## config.mk

```make
export PLATFORM = sky130hd
export DESIGN_NAME = dcim_shift_acc_flat
export DESIGN_NICKNAME = d
export VERILOG_FILES = /design/src/rtl/dcim_shift_acc_if.sv /design/src/rtl/dcim_shift_acc.sv /design/src/flat_wrapper.sv
export SDC_FILE = /design/constraint.sdc
export NUM_CORES = 1
export LEC_CHECK = 0
export BUFFER_PORTS_ARGS = -buffer_cell sky130_fd_sc_hd__buf_4
export CORE_MARGIN = 2
export CORE_UTILIZATION = 33
export CTS_BUF_LIST = sky130_fd_sc_hd__clkbuf_8
export CTS_CLUSTER_SIZE = 28
export DETAILED_ROUTE_END_ITERATION = 12
export PLACE_DENSITY_LB_ADDON = 0.15
export SLEW_MARGIN = 10
export SYNTH_ARGS = -nofsm -noshare
export SYNTH_HDL_FRONTEND = slang
export SYNTH_SLANG_ARGS = --single-unit
export TNS_END_PERCENT = 1
```

## constraint.sdc

```tcl
create_clock -name clk -period 5 [get_ports clk]
set_input_delay 0.75 -clock clk [delete_from_list [all_inputs] [get_ports clk]]
set_output_delay 0.75 -clock clk [all_outputs]
set_load 0.005 [all_outputs]
```

## src/rtl/dcim_shift_acc_if.sv

```systemverilog
// Stream bundle for the shift-accumulator: psum input beats and the result port.
// The DUT takes the slave side; whoever feeds psums and drains results takes master.
interface dcim_shift_acc_if #(
  parameter int PSUM_W = 24,
  parameter int ACC_W  = 32
);
  logic              psum_valid;
  logic              psum_ready;
  logic [PSUM_W-1:0] psum;
  logic              out_valid;
  logic              out_ready;
  logic [ACC_W-1:0]  out_data;

  modport master (
    output psum_valid, psum, out_ready,
    input  psum_ready, out_valid, out_data
  );

  modport slave (
    input  psum_valid, psum, out_ready,
    output psum_ready, out_valid, out_data
  );
endinterface

```

## src/rtl/dcim_shift_acc.sv

```systemverilog
// Bit-serial shift-accumulator: folds IN_BITS signed psums (MSB plane first) into
// one MAC result, with optional negative weighting of the MSB plane.
module dcim_shift_acc #(
  parameter int PSUM_W  = 24,
  parameter int IN_BITS = 8,
  parameter int ACC_W   = 32
) (
  input  logic             clk,
  input  logic             rst_n,
  input  logic             clr,
  input  logic             signed_mode,
  output logic             busy,
  dcim_shift_acc_if.slave  bus
);
  localparam int              KW     = (IN_BITS > 2) ? $clog2(IN_BITS) : 1;
  localparam logic [KW-1:0]   K_ZERO = KW'(0);
  localparam logic [KW-1:0]   K_ONE  = KW'(1);
  localparam logic [KW-1:0]   K_LAST = KW'(IN_BITS - 1);

  logic [KW-1:0]    r_k;
  logic [ACC_W-1:0] r_acc;
  logic             r_out_valid;
  logic [ACC_W-1:0] r_out_data;

  logic [ACC_W-1:0] w_sext;
  logic [ACC_W-1:0] w_term;
  logic [ACC_W-1:0] w_next;
  logic             w_first;
  logic             w_last;
  logic             w_ready;
  logic             w_fire;

  // Beat datapath: beat 0 loads the (possibly negated) term, later beats shift-and-add.
  // signed_mode only matters on beat 0, so no held copy of it is needed for later beats.
  always_comb begin
    w_sext  = {{(ACC_W-PSUM_W){bus.psum[PSUM_W-1]}}, bus.psum};
    w_first = (r_k == K_ZERO);
    w_last  = (r_k == K_LAST);
    if (w_first && signed_mode) begin
      w_term = -w_sext;
    end else begin
      w_term = w_sext;
    end
    if (w_first) begin
      w_next = w_term;
    end else begin
      w_next = (r_acc << 1) + w_term;
    end
    // Only the final beat can be blocked, and only by a result still waiting to leave.
    w_ready = ~clr & ~(w_last & r_out_valid & ~bus.out_ready);
    w_fire  = bus.psum_valid & w_ready;
  end

  // Beat counter and running accumulator; clr abandons the word in flight.
  always_ff @(posedge clk) begin
    if (!rst_n) begin
      r_k   <= K_ZERO;
      r_acc <= '0;
    end else if (clr) begin
      r_k   <= K_ZERO;
      r_acc <= r_acc;
    end else if (w_fire) begin
      r_acc <= w_next;
      r_k   <= w_last ? K_ZERO : (r_k + K_ONE);
    end else begin
      r_k   <= r_k;
      r_acc <= r_acc;
    end
  end

  // Output register: loaded by the last beat, released by the consumer, untouched by clr.
  always_ff @(posedge clk) begin
    if (!rst_n) begin
      r_out_valid <= 1'b0;
      r_out_data  <= '0;
    end else if (w_fire && w_last) begin
      r_out_valid <= 1'b1;
      r_out_data  <= w_next;
    end else if (r_out_valid && bus.out_ready) begin
      r_out_valid <= 1'b0;
      r_out_data  <= r_out_data;
    end else begin
      r_out_valid <= r_out_valid;
      r_out_data  <= r_out_data;
    end
  end

  assign bus.psum_ready = w_ready;
  assign bus.out_valid  = r_out_valid;
  assign bus.out_data   = r_out_data;
  assign busy           = (r_k != K_ZERO);
endmodule

```

## src/flat_wrapper.sv

```systemverilog
// flat-port wrapper written by rule: the top's interface ports become plain ports
module dcim_shift_acc_flat 
#(
  parameter int PSUM_W  = 24,
  parameter int IN_BITS = 8,
  parameter int ACC_W   = 32
)
  (clk, rst_n, clr, signed_mode, busy, bus_psum_valid, bus_psum, bus_out_ready, bus_psum_ready, bus_out_valid, bus_out_data);
  dcim_shift_acc_if #(.PSUM_W(PSUM_W), .ACC_W(ACC_W)) bus_i ();
  input  logic clk;
  input  logic rst_n;
  input  logic clr;
  input  logic signed_mode;
  output logic busy;
  input wire logic [$bits(bus_i.psum_valid)-1:0] bus_psum_valid;
  input wire logic [$bits(bus_i.psum)-1:0] bus_psum;
  input wire logic [$bits(bus_i.out_ready)-1:0] bus_out_ready;
  output wire logic [$bits(bus_i.psum_ready)-1:0] bus_psum_ready;
  output wire logic [$bits(bus_i.out_valid)-1:0] bus_out_valid;
  output wire logic [$bits(bus_i.out_data)-1:0] bus_out_data;
  assign bus_i.psum_valid = bus_psum_valid;
  assign bus_i.psum = bus_psum;
  assign bus_i.out_ready = bus_out_ready;
  assign bus_psum_ready = bus_i.psum_ready;
  assign bus_out_valid = bus_i.out_valid;
  assign bus_out_data = bus_i.out_data;
  dcim_shift_acc #(.PSUM_W(PSUM_W), .IN_BITS(IN_BITS), .ACC_W(ACC_W)) u_core (.clk(clk), .rst_n(rst_n), .clr(clr), .signed_mode(signed_mode), .busy(busy), .bus(bus_i));
endmodule
```

==> Word-level counts from Yosys, hierarchy flattened <==
Cells that the tools add are included.
{ "word_totals": {"output_inout_bits": 35, "input_bits": 30, "reg_bits": 67, "elab_cells": 29} }
{ "classes": {"addsub": 3, "n_reduce_logical": 8, "mux": 5, "n_eq_ne": 1, "bitwise_logic": 8} }
{ "op_table": {"columns": ["operator", "n"], "rows": [
  ["$mux W32", 2],
  ["$add A32 B32 Y32", 1],
  ["$neg A32 Y32", 1],
  ["$and A1 B1 Y1", 4],
  ["$not A1 Y1", 4],
  ["$add A3 B1 Y3 const B", 1],
  ["$eq A3 B3 Y1 const B", 1],
  ["$logic_and A1 B1 Y1", 3],
  ["$logic_not A3 Y1", 1],
  ["$mux W3", 1],
  ["$reduce_bool A3 Y1", 1],
  ["$mux W1", 2],
  ["$reduce_and A2 Y1", 1],
  ["$reduce_bool A2 Y1", 1],
  ["$reduce_or A2 Y1", 1]
]} }

==> Depth between registers and ports, before layout <==
Gate-level depths: netlist (run 1).
{ "depth": {"ltp_word": 8, "mapped_depth": 19, "ltp_nobuf": 17} }

==> Worst setup path after synthesis (run 1) <==
Ideal clock, no wire load.
{ "synth_timing": {"path_kind": "input-to-reg", "start": "input port bus_psum[0]", "end": "register u_core.r_out_data[30], in the netlist u_core.bus.out_data[30]", "stages": 16, "required_ns": 4.885, "setup_time_ns": 0.115, "t_arrival_ns": 3.869, "path_slack_ns": 1.017, "path_cell_list": "or4_1 -> nand4bb_4 -> nor4_1 -> nor2_1 -> xor2_1 -> ha_1 -> clkbuf_1 -> a21oi_1 -> o21ai_1 -> o21bai_1 -> a21oi_1 -> o41ai_4 -> a221oi_2 -> mux2i_1 -> nor3_2 -> o21ba_1"} }
{ "synth_via": {"elab_chain_len": 4} }
{ "synth_rtl": {"columns": ["item", "line", "source"], "rows": [
  ["start, declared", "flat_wrapper.sv:16", "input wire logic [$bits(bus_i.psum)-1:0] bus_psum;"],
  ["$neg A32 Y32", "dcim_shift_acc.sv:40", "w_term = -w_sext;"],
  ["$mux W32 (*)", "dcim_shift_acc.sv:39", "if (w_first && signed_mode) begin"],
  ["$add A32 B32 Y32", "dcim_shift_acc.sv:47", "w_next = (r_acc << 1) + w_term;"],
  ["$mux W32 (*)", "dcim_shift_acc.sv:44", "if (w_first) begin"],
  ["end signal, assigned", "dcim_shift_acc.sv:78", "r_out_data <= w_next;"],
  ["end signal, assigned", "dcim_shift_acc.sv:81", "r_out_data <= r_out_data;"],
  ["end signal, assigned", "dcim_shift_acc.sv:84", "r_out_data <= r_out_data;"],
  ["end, declared", "dcim_shift_acc.sv:23", "logic [ACC_W-1:0] r_out_data;"]
]} }
Mark *: on every way between the ends. The rest lies on a longest branch, timed or not.
A chain may end at the register's enable or synchronous reset.

==> Final worst setup path (run 1) <==
{ "layout_timing": {"start": "input port bus_psum[4]", "end": "register u_core.r_out_data[28], in the netlist u_core.bus.out_data[28]"} }
The elaborated chain is that of the path after synthesis.

==> reports/summary.txt, run 1 <==
status = finished, final reports clean
CP arrival = 4500 ps
Hold Crit Class = reg -> reg
Setup Skew = 11.44 ps
Slew Viols, Final = 0
most frequent cell on the critical path = a21oi_1
startpoint types = input port
top cell type's share of synthesized area = 27.04%
Avg WL per Cell = 16.20 um
Hold-fix buffers, CTS = 0
logic gate share of total power = 29.5%
Mean Syn Cell Area = 7.750 sq um
I/O Pins = 65
vias in the first global route = 4,482
TritonRoute pass-1 iters = 4
crit path cell chain = buf_4, nor3_1, nand2_1, nor3_4, a21oi_1, xor2_1, ha_1, inv_2, o21bai_1, a21oi_1, o21ai_0, a211oi_1, o31ai_1, or3b_1, a41oi_1, a21oi_1
max-cap violations = 0
CP endpoint kind = register
largest net degree at the start of global routing = 53
Internal = 1072 uW
FF+latch area = 1341 sq um
R2R Path End = u_core.r_acc[15]
Flop pwr share = 35.2%
relative slew slack = 37.99%
GRT Util Overall = 18.09%
NumNets Final = 758
critical path's slowest cell = nor3_1
hold path startpoint = u_core.r_acc[0]
Synth Register Bits = 67
worst reg2reg setup slack = 740 ps
number of gates resized after CTS = 0
Mapped Nets = 712
Switching Share = 33.06%
Area growth, synth to finish = 17.58%
asr flop ratio synth = 0%
number of DRC violations after detailed-routing iteration 0 = 258
row cnt = 44
Clk pwr share = 35.3%
fmax = 232.3 MHz
Final Hold Vio Count = 0
sequential share of the synthesized area = 27.04%
Top FF cell, synth = dfxtp_1
area of the multi-input gates = 3425 sq um
Worst VDD drop = 131.7 uV
P_leak = 0.002524 uW
Post-synth EDFFs = 0
Post-CTS Setup Bufs = 0
Synth area leaders = dfxtp_1 (27%), ha_1 (10%), a21oi_1 (8.5%)
Worst Path Max Fanout = 7
core area = 14,590 sq um
Final period util = 86.08%
worst hold endpoint = u_core.r_acc[0]
CTS Sinks = 67
Die Width = 126.6 um
port bufs = 64
cell family with most CP delay = simple AND/OR/NAND/NOR gates
Clk Tree Root Cell = clkbuf_8
first-pass GRT wire length = 23,170 um
worst-skew pair later-pin latency = 370 ps
worst-margin pin slew = 930.2 ps
Psw = 529.5 uW
final setup vio count = 0
yosys warns = 0
Vias per Instance = 5.314
R2R depth = 17
die area = 16,030 sq um
Chip Height = 126.6 um
Synth area leader = dfxtp_1
pwr dens = 274.6 nW/um^2
# diodes = 0
global route total overflow = 0
layout cells sized above 1 = 16.50%
CP required = 5200 ps
Syn Std Cell Area = 4960 sq um
Clock Tree Buf Depth = 2
max incr delay on CP = 560 ps
initial antenna violation count = 0
htree depth = 3
Vias = 4,650
setup_tns = 0 ps
Final HPWL DP = 10,470 um
Initial Utilization = 34.00%
Power, Total = 1602 uW
Routed Antenna Nets = 0
Crit Path Class = in -> reg
post-synth cell types = 62
CTS tree = done
clk slew on worst S/H paths = 80 ps
RSZ-0062 raised after global routing = false
hold-critical path depth = 2
final WL = 14,180 um
CP bufs+invs = 2
# DRC = 0
RR Startpoint = u_core.r_k[0]
synthesized instance count = 640
CTS Buf Count = 9
Final min period = 4304 ps
Fill cells = 1,485
Final Wtd Congestion = 0.8850
worst max-delay path by stage:
stage,startpoint,endpoint,depth (start not counted)
6_report,bus_psum[4],u_core.bus.out_data[28],16
5_1_grt,u_core.r_k[0],u_core.bus.out_data[26],16
4_1_cts,u_core.r_k[0],u_core.bus.out_data[28],16
3_5_place_dp,bus_psum[4],u_core.bus.out_data[28],16
3_3_place_gp,bus_psum[0],u_core.bus.out_data[28],15
2_1_floorplan,bus_psum[0],u_core.bus.out_data[30],16
layer usage:
layer / GRT usage, % / up-vias / routed length (um)
met2: 27.62 / 103 / 6322
met1: 25.38 / 2173 / 7027
met5: 0 / - / 0
met4: 6.270 / 0 / 157
met3: 3.627 / 11 / 670
li1: - / 2363 / -
synth_stat cells, types with 3 or more instances:
| master | count |
|---|---|
| ha_1 | 41 |
| a211oi_1 | 21 |
| a31oi_1 | 3 |
| clkbuf_1 | 30 |
| a21oi_2 | 4 |
| nor2b_1 | 5 |
| o21ai_1 | 16 |
| nand2b_1 | 6 |
| xor2_1 | 30 |
| o21bai_1 | 7 |
| inv_1 | 11 |
| nand4_1 | 8 |
| inv_2 | 4 |
| and3_1 | 5 |
| nor2_1 | 84 |
| o21a_1 | 5 |
| nand3_1 | 11 |
| o31ai_1 | 3 |
| xnor2_1 | 16 |
| a21o_1 | 16 |
| nand2_1 | 56 |
| nor3_1 | 16 |
| dfxtp_1 | 67 |
| a21oi_1 | 84 |
| mux2i_1 | 9 |
| and2_1 | 4 |
| o21ai_0 | 32 |
| buf_1 | 3 |
layout by cell type, fill, tap and decap left out, drive strengths merged, types with 3 or more instances in the layout:
cell type / Yosys / layout
nor2b: 6 / 6
ha: 41 / 41
xnor2: 17 / 17
a211oi: 23 / 23
o21bai: 7 / 7
clkbuf: 30 / 13
mux2i: 9 / 9
inv: 15 / 15
a21oi: 89 / 89
nand3: 11 / 11
o21a: 5 / 5
dfxtp: 67 / 67
and3: 5 / 5
buf: 5 / 70
nor2: 85 / 85
o21ai: 49 / 49
nor4: 3 / 3
and2: 4 / 4
a31oi: 3 / 3
nand4: 8 / 8
nand2: 56 / 56
nor3: 18 / 18
nand2b: 6 / 6
o31ai: 3 / 3
a21o: 16 / 16
xor2: 30 / 30
sequential cells by signal, indices dropped and copies added (netlist names):
name / flops
u_core.bus.out_valid: 1
u_core.bus.out_data: 32
u_core.r_k: 3
u_core.r_acc: 31
logic make-up (layout without fill, tap and decap cells):
family	Yosys count	count (layout)	share of synthesized area, %
xor gates and xnor gates	47	47	8.451
buffers and inverters	52	103	3.986
adders and majority gates	42	42	10.75
muxes	9	9	1.816
and+or+nand+nor	211	211	20.18
AOI/OAI and AO/OA	212	212	27.78
DFF	67	67	27.04
worst register-to-register path, stage by stage, from the launching register on:
cell and delay (ps):
dfxtp_1 390, inv_1 60, ha_1 180, nor2b_2 160, buf_4 190, nand2_1 460
nor2_1 130, xor2_1 210, fa_1 460, a21o_1 210, a221oi_2 350, o21bai_1 200
a21o_1 210, a21oi_1 250, o21ai_1 130, xor2_1 150, o21ai_1 260, a211oi_1 120
metrics by stage:
stage	setup slack (ps)	util (%)	cell area, sq um	cells	hold WS [ps]
5_1_grt	371.3	39.97	5832	875	481.7
4_1_cts	748.8	39.97	5832	875	470.3
3_3_place_gp	450.2	38.28	5585	859	451.1
2_1_floorplan	1017	-	4960	640	436.2
6_report	695.8	39.97	5832	875	465.9
3_5_place_dp	372.6	38.28	5585	859	455.6
final cells by class:
| type | instances | share of cell area, % |
|---|---|---|
| multi-input combinational | 521 | 58.72 |
| sequential | 67 | 23.00 |
| inverter | 17 | 1.094 |
| clock buffer | 13 | 3.068 |
| tap | 184 | 3.948 |
| clock inverter | 3 | 1.159 |
| timing repair buffer | 70 | 9.011 |
power groups by stage:
stage / sequential, uW / clock (uW) / combinational [uW]
2_1_floorplan: 572 / 0 / 355
3_3_place_gp: 576 / 0 / 465
3_5_place_dp: 576 / 0 / 469
4_1_cts: 563 / 581 / 472
5_1_grt: 566 / 599 / 529
6_report: 563 / 565 / 473
Power figures use the tool's default switching activity.
==> run 2, diff against run 1 <==
- RECOVER_POWER: default -> 50
==> run 2 against run 1 <==
Compared with the run above: the flow now finishes with violations (capacitance limit, slew limit); utilization shrank 0.21 points; cell area shrank 0.51%; via count shrank 0.19%; worst hold slack gained 0.91 ps; combinational power is essentially flat; count of clock-buffer cells in the layout is the same; critical endpoint unchanged; largest cell class unchanged; largest power group unchanged.
==> reports/summary.txt, run 2 (synthesis results as in run 1) <==
status = finished with violations
failing checks = capacitance limit, slew limit
post-placement cell count = 859 (unchanged)
final non-filler cell total = 875 (unchanged)
Worst Path Max Fanout = 7 (unchanged)
I/O Pins = 65 (unchanged)
CP arrival = 4500 ps (about the same)
worst-margin pin slew = 1834 ps (+903.4 ps)
initial antenna violation count = 0 (unchanged)
layout cells sized above 1 = 15.20% (-1.3 points)
Hold Crit Class = reg -> reg
Vias = 4,641 (-0.19%)
Vias per Instance = 5.304 (-0.19%)
commonest non-fill, non-tap cells in the layout = a21oi_1 (84), nor2_1 (84), dfxtp_1 (67)
Initial Utilization = 34.00% (unchanged)
relative slew slack = -22.24% (-60 points)
Final Hold Vio Count = 0 (unchanged)
Chip Height = 126.6 um (unchanged)
Fill cells = 1,498 (+0.88%)
startpoint types = input port
Flop pwr share = 35.2% (about the same)
clk slew on worst S/H paths = 80 ps (about the same)
worst hold margin = 466.8 ps (+0.9100 ps)
core area = 14,590 sq um (unchanged)
vias in the first global route = 4,482 (unchanged)
max-cap violations = 1 (+1)
final setup vio count = 0 (unchanged)
NumNets Final = 758 (unchanged)
Switching Share = 33.11% (+0.051 points)
setup_tns = 0 ps (unchanged)
Clk Tree Root Cell = clkbuf_8
CTS Sinks = 67 (unchanged)
# DRC = 0 (unchanged)
Psw = 530.6 uW (+0.20%)
port bufs = 64 (unchanged)
htree depth = 3 (unchanged)
Final HPWL DP = 10,470 um (unchanged)
Worst VDD drop = 131.3 uV (-0.27%)
Avg WL per Cell = 16.22 um (about the same)
die area = 16,030 sq um (unchanged)
number of DRC violations after detailed-routing iteration 0 = 284 (+10%)
pwr dens = 276.2 nW/um^2 (+0.56%)
worst-skew pair later-pin latency = 370 ps (about the same)
Power, Total = 1602 uW (about the same)
Final min period = 4348 ps (+43.94 ps)
Clk pwr share = 35.3% (about the same)
Final Wtd Congestion = 0.8850 (unchanged)
TritonRoute pass-1 iters = 4 (unchanged)
# diodes = 0 (unchanged)
largest net degree at the start of global routing = 53 (unchanged)
Post-CTS Setup Bufs = 0 (unchanged)
RSZ-0062 raised after global routing = false
fmax = 230.0 MHz (-1.0%)
Slew Viols, Final = 51 (+51)
CP required = 5160 ps (-40 ps)
P_leak = 0.002476 uW (-1.9%)
number of gates resized after CTS = 0 (unchanged)
Routed Antenna Nets = 0 (unchanged)
Final period util = 86.96% (+0.88 points)
row cnt = 44 (unchanged)
Hold-fix buffers, CTS = 0 (unchanged)
GRT Util Overall = 18.09% (unchanged)
final WL = 14,190 um (about the same)
CTS Buf Count = 9 (unchanged)
Die Width = 126.6 um (unchanged)
Area growth, synth to finish = 16.98%
Clock Tree Buf Depth = 2 (unchanged)
post-layout util = 39.77% (-0.21 points)
first-pass GRT wire length = 23,170 um (unchanged)
logic gate share of total power = 29.5% (about the same)
CTS tree = done
Internal = 1072 uW (about the same)
Crit Path Class = in -> reg
global route total overflow = 0 (unchanged)
CP endpoint kind = register
number of flip-flops in the largest register = 32 (unchanged)
Setup Skew = 10.92 ps (-0.5227 ps)
-- run 2: cell count changes in the layout (fill, tap and decap cells not counted), moves of 2 or more --
cell / change
and2_0: +2
and2_1: -2
buf_4: -35
clkbuf_1: +6
clkbuf_4: +28
-- run 2: per-layer routing --
metal  vias up  part of all wire (%)  track usage (%)
met2        87                    45            27.62
met5         -                     0                0
met1      2172                    50            25.38
li1       2366                     -                -
met4         0                   1.2            6.270
met3        16                   4.3            3.627
-- run 2: path summary, 6_finish.rpt --
check	slack [ps]	to	from	cells past startpoint
min reg2reg	470	u_core.bus.out_data[27]	u_core.bus.out_data[27]	2
max reg2reg	660	u_core.bus.out_data[28]	u_core.r_k[0]	16
min	470	u_core.bus.out_data[27]	u_core.bus.out_data[27]	2
max	650	u_core.bus.out_data[28]	bus_psum[4]	16
-- run 2: final cells by class --
| cell class | count | area (sq um) | share of cell area, % |
|---|---|---|---|
| Timing Repair Buffer | 70 | 499.2 | 8.605 |
| Clock buffer | 13 | 178.9 | 3.084 |
| Clock inverter | 3 | 67.56 | 1.165 |
| Multi-Input combinational cell | 521 | 3421 | 58.96 |
| Tap cell | 184 | 230.2 | 3.968 |
| Sequential cell | 67 | 1341 | 23.12 |
| Inverter | 17 | 63.81 | 1.100 |
-- run 2: worst max-delay path, cell delays in order --
cell and delay, ps:
buf_4 130, nor3_1 560, nand2_1 330, nor3_4 390
a21oi_1 130, xor2_1 180, ha_1 390, inv_2 70
o21bai_1 70, a21oi_1 220, o21ai_0 130, a211oi_1 210
o31ai_1 170, or3b_1 400, a41oi_1 260, a21oi_1 110
-- run 2: power by group through the flow --
stage               Sequential (uW)  Combinational [uW]  Clock (uW)
global route                    566                 529         599
detailed placement              576                 469           0
finish                          563                 473         566
CTS                             563                 472         581
global placement                576                 465           0
floorplan                       572                 355           0
-- run 2: metrics by stage --
step / instance area (sq um) / worst slack, ps
finish: 5802 / 651.9
global route: 5802 / 289.0
CTS: 5832 / 748.8
detailed placement: 5585 / 372.6
global placement: 5585 / 450.2
floorplan: 4960 / 1017
==> run 3, diff against run 2 <==
- clock period: 5 -> 3.5 ns (I/O delays scaled with it)
==> run 3 against run 2 <==
Compared with the run above: the run ends with setup timing left; worst hold slack gained 0.93 ps; combinational power grew 120%; first-iteration DRC count shrank 8.8%; sequential share of layout area shrank 4.8 points; cell count grew 16%; clock power grew 23%; global-route usage grew 1.8 points; non-clock buffer count grew 141; count of clock-buffer cells in the layout shrank 3; sequential power grew 44%; routed wire length grew 13%; register-to-register slack lost 670 ps.
==> reports/summary.txt, run 3 (synthesis results as in run 1) <==
status = finished with violations
failing checks = setup timing
I/O Pins = 65 (unchanged)
htree depth = 3 (unchanged)
fmax = 281.0 MHz
pwr dens = 347.2 nW/um^2 (+26%)
Clk pwr share = 27.3% (-8.0 points)
largest net degree at the start of global routing = 48 (-9.4%)
CTS Buf Count = 9 (unchanged)
CP endpoint kind = register
hold-critical path depth = 3 (+1)
Routed Antenna Nets = 0 (unchanged)
relative slew slack = 52.60% (+75 points)
TritonRoute pass-1 iters = 4 (unchanged)
Psw = 888.8 uW (+68%)
critical path's slowest cell = or4_4
max incr delay on CP = 540 ps (-20 ps)
CP arrival = 3820 ps (-680 ps)
worst reg2reg setup slack = -10 ps (-670 ps)
R2R depth = 16 (unchanged)
Final Wtd Congestion = 0.8665 (-2.1%)
Hold Crit Class = in -> reg
Flop pwr share = 31.8% (-3.4 points)
worst-skew pair later-pin latency = 360 ps (about the same)
Vias per Instance = 5.137 (-3.2%)
CP bufs+invs = 2 (unchanged)
clk slew on worst S/H paths = 80 ps (about the same)
Final period util = 101.7%
vias in the first global route = 5,109 (+14%)
Die Width = 126.6 um (unchanged)
RSZ-0062 raised after global routing = true
port bufs = 64 (unchanged)
Initial Utilization = 34.00% (unchanged)
Setup Skew = 8.207 ps (-2.710 ps)
# diodes = 0 (unchanged)
final worst slack = -59.04 ps (-710.9 ps)
Final Hold Vio Count = 0 (unchanged)
FF+latch area = 1343 sq um (about the same)
global route total overflow = 0 (unchanged)
Hold-fix buffers, CTS = 0 (unchanged)
max-cap violations = 0 (-1)
Final min period = 3559 ps
final WL = 16,050 um (+13%)
Clk Tree Root Cell = clkbuf_8
most common cell after layout, fill and taps aside = buf_4
CP required = 3760 ps (-1400 ps)
Internal = 1651 uW (+54%)
Final HPWL DP = 11,740 um (+12%)
number of flip-flops in the largest register = 32 (unchanged)
final setup vio count = 7 (+7)
Vias = 5,219 (+12%)
Clock Tree Buf Depth = 2 (unchanged)
Crit Path Class = in -> reg
CTS Sinks = 67 (unchanged)
# DRC = 0 (unchanged)
initial antenna violation count = 0 (unchanged)
worst-margin pin slew = 709.3 ps (-1124 ps)
Fill cells = 1,417 (-5.4%)
area of the multi-input gates = 3885 sq um (+14%)
Worst Path Max Fanout = 4 (-3)
core area = 14,590 sq um (unchanged)
GRT Util Overall = 19.91% (+1.8 points)
die area = 16,030 sq um (unchanged)
post-layout util = 50.15% (+10 points)
Area growth, synth to finish = 47.53%
NumNets Final = 899 (+19%)
cell family with most CP delay = compound AO/OA/AOI/OAI gates
worst hold margin = 467.7 ps (+0.9310 ps)
WP depth = 16 (unchanged)
number of DRC violations after detailed-routing iteration 0 = 259 (-8.8%)
P_leak = 0.003238 uW (+31%)
CTS tree = done
crit path cell chain = buf_4, or4_4, nand4bb_4, buf_6, nor2_4, a21oi_2, xor2_1, ha_1, a21o_1, a21o_1, a21oi_2, o21ai_1, a221oi_2, mux2i_1, nor3_2, o21ba_1
layout cells sized above 1 = 39.18% (+24 points)
first-pass GRT wire length = 25,740 um (+11%)
logic gate share of total power = 40.9% (+11 points)
Slew Viols, Final = 0 (-100%)
row cnt = 44 (unchanged)
startpoint types = input port
Chip Height = 126.6 um (unchanged)
Worst VDD drop = 223.1 uV (+70%)
commonest non-fill, non-tap cells in the layout = buf_4 (170), nor2_1 (78), a21oi_1 (67)
Avg WL per Cell = 15.80 um (-2.6%)
Switching Share = 34.99% (+1.9 points)
-- run 3: cell count changes in the layout (fill, tap and decap cells not counted), moves of 6 or more --
| cell | previous run | this run |
|---|---|---|
| a21oi_1 | 84 | 67 |
| ha_1 | 41 | 29 |
| buf_6 | 0 | 6 |
| nor2_1 | 84 | 78 |
| ha_4 | 0 | 7 |
| buf_4 | 35 | 170 |
| o21ai_2 | 1 | 10 |
| o21ai_0 | 32 | 26 |
| nand2_1 | 56 | 49 |
| a21oi_2 | 4 | 19 |
-- run 3: power groups by stage --
stage               sequential, uW  combinational [uW]  clock [uW]
finish                         808                1040         694
global route                   810                1140         748
CTS                            805                 951         718
detailed placement             822                 892           0
global placement               822                 879           0
floorplan                      816                 514           0
-- run 3: routing by layer --
metal,vias to the layer above,global-route usage (%),routed length [um]
met3,12,3.965,588
met1,2483,25.89,7389
met2,84,34.10,7881
met4,0,4.460,193
li1,2640,-,-
met5,-,0,0
-- run 3: worst register-to-register path: stages (launching register included) --
cell and delay, ps:
dfxtp_2 320, inv_1 60, ha_2 160, nor2b_4 210, nand2_4 130, nor2_1 160
xor2_1 260, ha_1 340, a21oi_2 190, o22a_2 180, o311ai_4 120, o2111ai_4 340
o41ai_4 130, a221oi_2 310, mux2i_1 270, nor3_2 70, o21ba_1 160
-- run 3: per-stage QoR --
step | setup TNS (ps) | setup WS [ps] | power (uW) | area (sq um) | cells
5_1_grt | -4289 | -228.7 | 2696 | 7317 | 1016
3_5_place_dp | -17540 | -563.5 | 1715 | 6560 | 982
2_1_floorplan | -431.6 | -93.66 | 1331 | 5002 | 640
4_1_cts | -549.2 | -73.71 | 2474 | 7005 | 1005
3_3_place_gp | -15020 | -517.1 | 1701 | 6560 | 982
6_report | -179.2 | -59.04 | 2540 | 7317 | 1016
-- run 3: final cells by class --
type / instances / share of cell area (%)
flip-flops and latches: 67 / 18.35
repair buffers: 211 / 21.77
inverters: 17 / 0.8721
clock inverters: 6 / 0.8892
multi-input cells: 521 / 53.10
clock buffers: 10 / 1.881
well taps: 184 / 3.146
-- run 3: what timing repair did --
action	CTS	global route
setup endpoints to repair	39	39
buffers inserted	7	11
pin swaps	32	47
gates resized for setup	44	56
-- run 3: worst paths after layout --
path                          startpoint                 endpoint
setup / recovery             bus_psum[3]  u_core.bus.out_data[30]
setup reg to reg           u_core.r_k[0]  u_core.bus.out_data[30]
hold reg to reg   u_core.bus.out_data[2]   u_core.bus.out_data[2]
hold / removal                       clr            u_core.r_k[0]
